<file path="src/rtl/fifo_wr_arbiter.sv">
// ---------------------------------------------------------------------------
// fifo_wr_arbiter
//
// Shares the single write port of an asynchronous FIFO among NUM_REQ
// requesters in the write-clock domain. Requesters get the port round-robin,
// in bursts of up to MAX_BURST beats. Every beat is gated on wr_full, so the
// FIFO cannot overflow. A saturating counter records the accepted beats.
//
// Ports
//   wr_clk      in   FIFO write-domain clock; all logic is rising-edge
//   reset       in   synchronous active-low reset
//   req_en      in   [NUM_REQ]        per-requester enable; 0 = never granted
//   req_valid   in   [NUM_REQ]        requester i presents a beat
//   req_data    in   [NUM_REQ*WIDTH]  slice i = bits [i*WIDTH +: WIDTH]
//   req_ready   out  [NUM_REQ]        beat i accepted when valid & ready
//   wr_full     in   FIFO full flag
//   fifo_wr_en  out  write strobe to the FIFO
//   fifo_data   out  [WIDTH]          data to the FIFO
//   grant       out  [NUM_REQ]        one-hot owner; zero when there is no owner
//   busy        out  high while an owner holds the port
//   wr_count    out  [16]             accepted-beat count, saturates at 16'hFFFF
// ---------------------------------------------------------------------------
module fifo_wr_arbiter #(
    parameter int WIDTH     = 8,
    parameter int NUM_REQ   = 4,
    parameter int MAX_BURST = 4
) (
    input  logic                       wr_clk,
    input  logic                       reset,
    input  logic [NUM_REQ-1:0]         req_en,
    input  logic [NUM_REQ-1:0]         req_valid,
    input  logic [NUM_REQ*WIDTH-1:0]   req_data,
    output logic [NUM_REQ-1:0]         req_ready,
    input  logic                       wr_full,
    output logic                       fifo_wr_en,
    output logic [WIDTH-1:0]           fifo_data,
    output logic [NUM_REQ-1:0]         grant,
    output logic                       busy,
    output logic [15:0]                wr_count
);

    localparam int IDX_W = $clog2(NUM_REQ);
    localparam int CNT_W = (MAX_BURST > 1) ? $clog2(MAX_BURST) : 1;
    localparam logic [IDX_W-1:0] LAST_IDX  = IDX_W'(NUM_REQ - 1);
    localparam logic [CNT_W-1:0] BEAT_LAST = CNT_W'(MAX_BURST - 1);

    typedef enum logic {
        ST_IDLE,
        ST_OWN
    } state_e;

    state_e           state_q,      state_d;
    logic [IDX_W-1:0] owner_q,      owner_d;
    logic [IDX_W-1:0] last_owner_q, last_owner_d;
    logic [CNT_W-1:0] beat_cnt_q,   beat_cnt_d;
    logic [15:0]      wr_count_q,   wr_count_d;

    // ------------------------------------------------------------------
    // Round-robin pick: the first candidate after last_owner, wrapping.
    // ------------------------------------------------------------------
    logic [NUM_REQ-1:0] cand;
    logic               pick_found;
    logic [IDX_W-1:0]   pick_idx;
    logic [IDX_W:0]     scan_idx;

    always_comb begin
        // NOTE: every signal written here gets a default first; a path that
        // leaves one unassigned would infer a latch.
        cand       = req_valid & req_en;
        pick_found = 1'b0;
        pick_idx   = '0;
        scan_idx   = '0;
        for (int i = 0; i < NUM_REQ; i++) begin
            // last_owner + 1 + i stays below 2*NUM_REQ, so one subtraction wraps it.
            scan_idx = {1'b0, last_owner_q} + (IDX_W+1)'(i + 1);
            if (scan_idx >= (IDX_W+1)'(NUM_REQ)) begin
                scan_idx = scan_idx - (IDX_W+1)'(NUM_REQ);
            end
            if (!pick_found && cand[scan_idx[IDX_W-1:0]]) begin
                pick_found = 1'b1;
                pick_idx   = scan_idx[IDX_W-1:0];
            end
        end
    end

    // ------------------------------------------------------------------
    // Owner-side datapath. It is combinational from the registered owner,
    // so the strobe follows wr_full with no added latency.
    // ------------------------------------------------------------------
    logic               in_own;
    logic [NUM_REQ-1:0] owner_onehot;
    logic               own_valid;
    logic               own_en;
    logic               own_ready;
    logic               accept;

    assign in_own       = (state_q == ST_OWN);
    assign owner_onehot = {{(NUM_REQ-1){1'b0}}, 1'b1} << owner_q;
    assign own_valid    = req_valid[owner_q];
    assign own_en       = req_en[owner_q];
    // An asserted reset withdraws ready at once, so no beat is taken on the
    // edge that clears ownership.
    assign own_ready    = in_own & own_en & ~wr_full & reset;
    assign accept       = own_ready & own_valid;

    assign grant      = in_own ? owner_onehot : '0;
    assign busy       = in_own;
    assign req_ready  = own_ready ? owner_onehot : '0;
    assign fifo_wr_en = accept;
    assign fifo_data  = in_own ? req_data[owner_q*WIDTH +: WIDTH] : '0;
    assign wr_count   = wr_count_q;

    // ------------------------------------------------------------------
    // Next-state logic
    // ------------------------------------------------------------------
    always_comb begin
        state_d      = state_q;
        owner_d      = owner_q;
        last_owner_d = last_owner_q;
        beat_cnt_d   = beat_cnt_q;
        wr_count_d   = wr_count_q;

        case (state_q)
            ST_IDLE: begin
                // Arbitration bubble: no beat is accepted in this state.
                if (pick_found) begin
                    owner_d    = pick_idx;
                    beat_cnt_d = '0;
                    state_d    = ST_OWN;
                end
            end

            ST_OWN: begin
                if (accept) begin
                    if (wr_count_q != 16'hFFFF) begin
                        wr_count_d = wr_count_q + 16'd1;
                    end
                    if (beat_cnt_q == BEAT_LAST) begin
                        last_owner_d = owner_q;
                        state_d      = ST_IDLE;
                    end else begin
                        beat_cnt_d = beat_cnt_q + CNT_W'(1);
                    end
                end else if (!own_valid || !own_en) begin
                    // The owner stopped early, so its burst is truncated.
                    last_owner_d = owner_q;
                    state_d      = ST_IDLE;
                end
                // valid, enabled and full: hold. A full FIFO never forces
                // the port to rotate.
            end

            default: state_d = ST_IDLE;
        endcase
    end

    // ------------------------------------------------------------------
    // State registers
    // ------------------------------------------------------------------
    always_ff @(posedge wr_clk) begin
        // NOTE: sequential state uses non-blocking assignments, so every
        // register samples its pre-edge inputs regardless of statement order.
        if (!reset) begin
            state_q      <= ST_IDLE;
            owner_q      <= '0;
            last_owner_q <= LAST_IDX;
            beat_cnt_q   <= '0;
            wr_count_q   <= '0;
        end else begin
            state_q      <= state_d;
            owner_q      <= owner_d;
            last_owner_q <= last_owner_d;
            beat_cnt_q   <= beat_cnt_d;
            wr_count_q   <= wr_count_d;
        end
    end

endmodule

</file>
<file path="config.mk">
export PLATFORM = sky130hd
export DESIGN_NAME = fifo_wr_arbiter
export DESIGN_NICKNAME = d
export VERILOG_FILES = /design/src/rtl/fifo_wr_arbiter.sv
export SDC_FILE = /design/constraint.sdc
export NUM_CORES = 1
export LEC_CHECK = 0
export BUFFER_PORTS_ARGS = -buffer_cell sky130_fd_sc_hd__buf_2
export CAP_MARGIN = 15
export CORE_ASPECT_RATIO = 0.9
export CORE_MARGIN = 3
export CORE_UTILIZATION = 40
export CTS_CLUSTER_SIZE = 40
export DETAILED_ROUTE_END_ITERATION = 12
export HOLD_SLACK_MARGIN = 0.05
export PLACE_DENSITY = 0.71
export SLEW_MARGIN = 20
export SYNTH_ARGS = -nofsm -noshare
export SYNTH_HDL_FRONTEND = slang
export SYNTH_SLANG_ARGS = --single-unit
</file>
<file path="constraint.sdc">
create_clock -name wr_clk -period 4 [get_ports wr_clk]
set_input_delay 0.8 -clock wr_clk [delete_from_list [all_inputs] [get_ports wr_clk]]
set_output_delay 0.8 -clock wr_clk [all_outputs]
set_load 0.01 [all_outputs]
</file>
Word-level counts from Yosys, hierarchy flattened
Index checks and enable logic that the tools add are counted.
{"block": "classes", "magnitude_cmp": 9, "n_eq_ne": 6, "n_mux": 39, "n_reduce_logical": 14, "n_shift": 2, "n_addsub": 10, "bitwise": 7}
{"op": "$shiftx A32 B6 Y8", "n": 1}
{"op": "$mux W2", "n": 14}
{"op": "$add A16 B1 Y16 const B", "n": 1}
{"op": "$ne A16 B16 Y1 const B", "n": 1}
{"op": "$lt A2 B3 Y1 const B", "n": 5}
{"op": "$mux W1", "n": 14}
{"op": "$bmux W1 S2", "n": 6}
{"op": "$ge A3 B3 Y1 const B", "n": 4}
{"op": "$reduce_and A3 Y1", "n": 3}
{"op": "$mux W4", "n": 2}
{"op": "$mux W8", "n": 1}
{"op": "$sub A2 B1 Y2 const B", "n": 4}
{"op": "$add A2 B2 Y3 const B", "n": 2}
{"op": "$ne A2 B2 Y1 const B", "n": 3}
{"op": "$logic_not A1 Y1", "n": 5}
{"op": "$and A1 B1 Y1", "n": 4}
{"op": "$and A4 B4 Y4", "n": 1}
{"op": "$pmux W2 S2", "n": 1}
{"op": "$shl A1 B2 Y4 const A", "n": 1}
{"op": "$add A2 B1 Y3 const B", "n": 1}
{"op": "$add A2 B3 Y3 const B", "n": 1}
{"op": "$logic_and A1 B1 Y1", "n": 3}
{"op": "$add A2 B1 Y2 const B", "n": 1}
{"op": "$eq A2 B2 Y1 const B", "n": 1}
{"op": "6 further kinds", "n": 7}
{"block": "totals", "elab_cells": 92, "out_inout_bits": 34, "inputBits": 43, "ff_bits": 23}

Logic depth before layout (Yosys ltp)
Gate-level depths: netlist of the first run.
{"block": "depth", "word_depth": 17, "depth_mapped": 7, "ltp_nobuf": 6}

Worst setup path before layout of the first run
No wires, ideal clock.
{"block": "synth_path", "kind": "input to output", "startpoint": "input port req_en[0]", "endpoint": "output port fifo_wr_en", "path_buffers": 1, "setup_slack_ns": 1.339, "stages": 5, "required_time_ns": 3.200, "arrival_time_ns": 1.861, "cell_sequence": "nand2_1 -> mux4_2 -> or2_0 -> clkbuf_2 -> inv_1"}
{"block": "synth_via", "elab_chain_cells": 6}
{"item": "from (decl)", "line_no": "30", "source": "input logic [NUM_REQ-1:0] req_en,"}
{"item": "$bmux W1 S2", "line_no": "100", "source": "assign own_en = req_en[owner_q];"}
{"item": "$mux W1 (implied by the code)", "line_no": "100"}
{"item": "$and A1 B1 Y1 (3 in series)", "line_no": "103", "source": "assign own_ready = in_own & own_en & ~wr_full & reset;"}
{"item": "$and A1 B1 Y1", "line_no": "104", "source": "assign accept = own_ready & own_valid;"}
{"item": "to (decl)", "line_no": "35", "source": "output logic fifo_wr_en,"}
No other way between the ends. The select of a mux whose other input is x is not followed.

Worst setup path in the final report of the first run
{"block": "layout_path", "startpoint": "input port reset", "endpoint": "output port fifo_wr_en"}
{"block": "layout_via", "elab_chain_cells": 2}
{"item": "from (decl)", "line_no": "29", "source": "input logic reset,"}
{"item": "$and A1 B1 Y1", "line_no": "103"}
{"item": "$and A1 B1 Y1", "line_no": "104"}
No other way between the ends.

==> out/qor.csv, run 1 <==
metric,value,unit
outcome,completed,
"Hold Violations, Final",0,
worst slack on hold paths,0.4854,ns
startpoint type of the worst setup path,input port,
area growth from synthesis to layout,28.40,%
Synth top area share,29.61,%
area of the die,4673,um^2
filler instances,345,
cell chosen for the clock root,clkbuf_8,
highest net fanout along the worst path,22,
leakage power summed over all cells,0.0009642,uW
maximum capacitance violations,0,
setup clock skew after layout,0.007222,ns
final max-slew violation count,0,
highest layer used for signal routing,met4,
clock sinks,23,
sequential cell area,460.4,um^2
die height,65.16,um
hpwl dp,3161,um
number of failing setup endpoints in the final timing report,0,
number of primary I/O pins,77,
number of antenna violations at the first check in global routing,0,
most prevalent standard cell on the critical path,buf_2,
Unique masters post-synth,43,
headroom to the max-slew limit,57.00,%
weighted congestion reported at the end of routability-driven placement,0.7832,
WL met1,1848,um
Synth Warn #,0,
number of cell rows,20,
total design power,535.2,uW
count of state elements after synthesis,23,
post-cts sizing count,0,
cell breakdown of the critical path,buf_2 -> nor2b_1 -> nand2_1 -> or2_0 -> inv_1 -> buf_2,
remaining routing DRC violations,0,
post-synth net total,227,
number of buffers inserted by hold repair at cts,0,
biggest cell delay along the critical path,0.38,ns
Starting Density,43.77,%
endpoint type of the worst setup path,output pin,
Tightest Pin Transition,0.6391,ns
final-stage net count,299,
share of final-layout standard cells stronger than drive strength 1,38.34,%
Worst Setup Path Type,in2out,
grt total ovfl,0,
vias after detailed routing,1646,
Async SR Flop Fraction,0,%
number of buffers created by CTS,3,
most used flip-flop cell after synthesis,dfxtp_1,
Clock Path Buffers,2,
Setup Buffers After CTS,0,
area of the mapped netlist,1555,um^2
synthesized instance count,182,
detailed-routed wire length on met2,1902,um
number of global-route vias before repair,1484,
setup repair after global routing missed its margin,no,
largest net degree at the start of global routing,23,
die width,71.73,um
minimum clock period after layout,3.051,ns
final setup TNS,0,ns
overall global routing resource usage,17.49,%
synthesized area per cell,8.545,um^2
clock tree from TritonCTS,built,
post-route clock period utilization,76.28,%
total routed wirelength,4098,um
arrival time of the worst setup path,2.25,ns
insertion delay to the later sink of the worst-skew pair,0.27,ns
first-pass GRT wire length,6658,um
class of the worst hold path,reg2reg,
achievable clock frequency,0.3277,GHz
number of DRC markers in iteration 0,84,
total iterations of the first detailed-routing run,4,
"Reg clk slew, reported paths",0.08,ns
part of the Yosys area used for sequential elements,29.61,%
largest cells by area after synthesis,"dfxtp_1 (30%), mux4_2 (13%), nand2_1 (6.5%), mux2i_1 (5.8%), and2_1 (4.0%)",
via-per-instance ratio,5.542,
depth of the CTS H-tree,1,
Final ANT Viol Nets,0,
Avg WL per Cell,13.80,um
power density over the cells,268.0,nW/um^2
"EDFF count, synth",0,
placeable core region,3553,um^2
cell taking the most area after synthesis,dfxtp_1,
port bufs,76,
met3 wire length,322,um
Critical Path RT,3.20,ns
count of antenna diodes in the layout,0,
multi-input logic area,1017,um^2
maximum ir drop on the vdd rail,0.2143,mV
standard cell with the maximum stage delay on the critical path,nor2b_1,
## synth_stat cells, types with 2 or more instances
cell / n
nand2_1: 27
dfxtp_1: 23
a21oi_1: 10
and2_1: 10
nor2_1: 10
mux2i_1: 9
mux4_2: 9
nand4_1: 8
and3_1: 6
clkbuf_1: 6
nand3_1: 6
o21ai_0: 6
inv_1: 4
nand2b_1: 4
nor3_1: 4
and4_1: 3
o31ai_1: 3
or4_1: 3
buf_4: 2
ha_1: 2
nor4_1: 2
o211ai_1: 2
or3_1: 2
xnor2_1: 2
## through the flow
stage               instance area, um^2  utilization [%]  worst slack, ns  cells
floorplan                          1555                -            1.339    182
global placement                   1951            54.89            1.011    293
detailed placement                 1951            54.89           0.9508    293
global route                       1997            56.20           0.7637    297
finish                             1997            56.20           0.9487    297
CTS                                1997            56.20           0.9444    297
## cells by family after synthesis
family / count (synthesis) / share of synthesized area (%)
AND/OR/NAND/NOR: 91 / 30.89
AO/OA/AOI/OAI: 29 / 12.23
flip-flops: 23 / 29.61
multiplexers: 19 / 19.55
buffers and inverters: 16 / 4.986
XOR/XNOR: 2 / 1.127
adder cells (fa/ha/maj): 2 / 1.609
## power by group
part / switching, uW / internal [uW] / total (uW) / leakage [uW]
Combinational: 63.9 / 75.3 / 139 / 0.000752
Sequential: 13.7 / 236 / 250 / 0.000187
Clock: 76.3 / 69.7 / 146 / 0.0000255
Total: 154 / 381 / 535 / 0.000964
## layer usage
layer,vias to the layer above,track usage [%]
met3,5,4.893
met2,53,29.01
met1,765,22.97
met5,-,0
li1,823,-
met4,0,3.052
## cell usage in the layout, fill, tap and decap left out, types with 2 or more instances in the layout
| master | Yosys | layout |
|---|---|---|
| ha_1 | 2 | 2 |
| o31ai_1 | 3 | 3 |
| and2_1 | 10 | 10 |
| nand2_1 | 27 | 27 |
| nor3_1 | 4 | 4 |
| inv_1 | 4 | 4 |
| dfxtp_1 | 23 | 23 |
| o21ai_0 | 6 | 6 |
| or4_1 | 3 | 3 |
| and3_1 | 6 | 6 |
| buf_4 | 2 | 3 |
| xnor2_1 | 2 | 2 |
| mux2i_1 | 9 | 9 |
| and4_1 | 3 | 3 |
| nor4_1 | 2 | 2 |
| nor2_1 | 10 | 10 |
| nand3_1 | 6 | 6 |
| nand2b_1 | 4 | 4 |
| or3_1 | 2 | 2 |
| clkbuf_8 | 0 | 3 |
| a21oi_1 | 10 | 10 |
| nand4_1 | 8 | 8 |
| o211ai_1 | 2 | 2 |
| mux4_2 | 9 | 9 |
| buf_2 | 1 | 76 |
## state kept, by name, summed over array words and instances (netlist names)
signal / flops
wr_count: 16
beat_cnt_q: 2
last_owner_q: 2
owner_q: 2
busy: 1
## cell type report
class	count	share of cell area, %
multi-input combinational	143	50.94
timing repair buffer	79	20.18
sequential	23	23.06
clock inverter	1	0.2506
clock buffer	3	2.068
inverter	4	0.7519
tap	44	2.757
## worst max-delay path: cells and delay by family
kind                   cells  cell delay (ns)
and+or+nand+nor            3             0.88
buffers and inverters      3             0.58
## final timing paths
check / from / end / slack [ns] / cells past startpoint
worst max register to register: wr_count[0] / wr_count[11] / 1.82 / 7
worst max-delay path: reset / fifo_wr_en / 0.95 / 6
worst min register to register: beat_cnt_q[0] / beat_cnt_q[0] / 0.49 / 1
worst min-delay path: beat_cnt_q[0] / beat_cnt_q[0] / 0.49 / 1
Power figures use the tool's default switching activity.
==> run 2, diff against run 1 <==
--- a/config.mk
+++ b/config.mk
@@ -13,7 +13,7 @@
 export CTS_CLUSTER_SIZE = 40
 export DETAILED_ROUTE_END_ITERATION = 12
 export HOLD_SLACK_MARGIN = 0.05
-export PLACE_DENSITY = 0.71
+export PLACE_DENSITY = 0.74
 export SLEW_MARGIN = 20
 export SYNTH_ARGS = -nofsm -noshare
 export SYNTH_HDL_FRONTEND = slang
==> constraint.sdc (replaced) <==
create_clock -name wr_clk -period 2.6 [get_ports wr_clk]
set_input_delay 0.52 -clock wr_clk [delete_from_list [all_inputs] [get_ports wr_clk]]
set_output_delay 0.52 -clock wr_clk [all_outputs]
set_load 0.01 [all_outputs]
==> run 2 against run 1 <==
Against the previous run: clock skew fell by 0.0051 ns; combinational power rose by 64%; clock-buffer cell count rose by 1; global-route usage rose by 0.20 points; routed wire length rose by 0.76%; worst hold slack got worse by 0.00072 ns; via count rose by 1.7%; clock power rose by 48%; largest power group unchanged.
==> out/qor.csv, run 2 (synthesis results as in run 1) <==
metric,value,unit,change
"Hold Violations, Final",0,,unchanged
die width,71.73,um,unchanged
die height,65.16,um,unchanged
most used cells in the layout excluding fill and tap cells,"buf_2 (76), nand2_1 (27), dfxtp_1 (23)",,
min setup slack post-route,0.1955,ns,-0.7531 ns
standard cell with the maximum stage delay on the critical path,mux4_2,,
filler instances,339,,-1.7%
clock tree from TritonCTS,built,,
most frequent standard cell in the layout excluding fill and tap cells,buf_2,,
number of buffers inserted by hold repair at cts,0,,unchanged
number of antenna violations at the first check in global routing,0,,unchanged
number of DRC markers in iteration 0,68,,-19%
number of global-route vias before repair,1510,,+1.8%
port bufs,76,,unchanged
setup repair after global routing missed its margin,no,,
number of primary I/O pins,77,,unchanged
clock sinks,23,,unchanged
Avg WL per Cell,13.76,um,-0.25%
reg2reg path depth,4,,-3
cell breakdown of the critical path,buf_2 -> nand2_1 -> mux4_2 -> or2_0 -> inv_1 -> buf_2,,
placeable core region,3553,um^2,unchanged
Tightest Pin Transition,0.4364,ns,-0.2027 ns
Clock Path Buffers,2,,unchanged
arrival time of the worst setup path,1.88,ns,-0.37 ns
outcome,completed,,
sequential cell area,460.4,um^2,unchanged
area of the die,4673,um^2,unchanged
number of buffers created by CTS,3,,unchanged
number of failing setup endpoints in the final timing report,0,,unchanged
area growth from synthesis to layout,29.77,%,
share of final-layout standard cells stronger than drive strength 1,38.67,%,+0.33 points
final-stage net count,302,,+1.0%
total routed wirelength,4129,um,+0.76%
hpwl dp,3192,um,+0.99%
depth of the CTS H-tree,1,,unchanged
via-per-instance ratio,5.580,,+0.68%
Starting Density,43.77,%,unchanged
minimum clock period after layout,2.404,ns,
total iterations of the first detailed-routing run,4,,unchanged
weighted congestion reported at the end of routability-driven placement,0.8278,,+5.7%
Final ANT Viol Nets,0,,unchanged
achievable clock frequency,0.4159,GHz,
insertion delay to the later sink of the worst-skew pair,0.26,ns,about the same
first-pass GRT wire length,6651,um,-0.11%
leakage power summed over all cells,0.0009768,uW,+1.3%
vias after detailed routing,1674,,+1.7%
post-cts sizing count,0,,unchanged
remaining routing DRC violations,0,,unchanged
number of flip-flops in the largest register,16,,unchanged
most prevalent standard cell on the critical path,buf_2,,
power density over the cells,406.6,nW/um^2,+52%
Setup Buffers After CTS,0,,unchanged
Critical Path RT,2.08,ns,-1.12 ns
maximum ir drop on the vdd rail,0.4340,mV,+100%
post-route clock period utilization,92.48,%,
cell chosen for the clock root,clkbuf_8,,
class of the worst hold path,reg2reg,,
final max-slew violation count,0,,unchanged
worst setup slack after placement,0.2217,ns,-0.7291 ns
final setup TNS,0,ns,unchanged
number of cell rows,20,,unchanged
headroom to the max-slew limit,70.85,%,+14 points
highest net fanout along the worst path,6,,-73%
largest net degree at the start of global routing,22,,-4.3%
grt total ovfl,0,,unchanged
startpoint type of the worst setup path,input port,,
"Reg clk slew, reported paths",0.08,ns,about the same
number of cells on the worst hold path,1,,unchanged
overall global routing resource usage,17.69,%,+0.20 points
maximum capacitance violations,0,,unchanged
Worst Setup Path Type,in2out,,
count of antenna diodes in the layout,0,,unchanged
multi-input logic area,1017,um^2,unchanged
biggest cell delay along the critical path,0.55,ns,+0.17 ns
endpoint type of the worst setup path,output pin,,
setup clock skew after layout,0.002172,ns,-0.005051 ns
[run 2: changes by cell type in the layout (fill, tap and decap cells not counted)]
| cell | previous run | this run |
|---|---|---|
| buf_4 | 3 | 6 |
| clkbuf_1 | 0 | 1 |
| clkinv_2 | 1 | 0 |
[run 2: worst max-delay path: cells and delay by family]
family	cells	cell delay (ns)
multiplexers	1	0.55
AND/OR/NAND/NOR	2	0.45
buffers and inverters	3	0.35
[run 2: final timing paths]
path | start | slack, ns | to
setup / recovery | req_en[0] | 0.20 | fifo_wr_en
hold / removal | beat_cnt_q[0] | 0.48 | beat_cnt_q[0]
setup reg to reg | owner_q[0] | 0.57 | wr_count[6]
hold reg to reg | beat_cnt_q[0] | 0.48 | beat_cnt_q[0]
[run 2: power by group]
group | internal (uW) | switching, uW
Clock | 109 | 106
Combinational | 119 | 109
Sequential | 364 | 13.3
[run 2: final cells by class]
| class | count | share of cell area, % |
|---|---|---|
| clock buffer | 4 | 2.232 |
| inverter | 4 | 0.7440 |
| multi-input combinational | 143 | 50.40 |
| sequential | 23 | 22.81 |
| tap | 44 | 2.728 |
| timing repair buffer | 82 | 21.08 |
[run 2: stage by stage]
stage               instances  hold WS, ns  instance area, um^2  power [uW]  util, %
detailed placement        296       0.4835                 1973       612.9    55.53
CTS                       300       0.4950                 2018       830.4    56.80
finish                    300       0.4847                 2018       820.7    56.80
global placement          296       0.4643                 1973       610.9    55.53
global route              300       0.5186                 2018       873.0    56.80
floorplan                 182       0.4432                 1555       536.0        -
[run 2: per-layer routing]
metal  up-vias  track usage (%)  part of all wire [%]
li1        823                -                     -
met1       789            22.03                    43
met2        60            30.96                    50
met3         2            3.976                   6.9
met4         0            4.225                  0.51
met5         -                0                     0
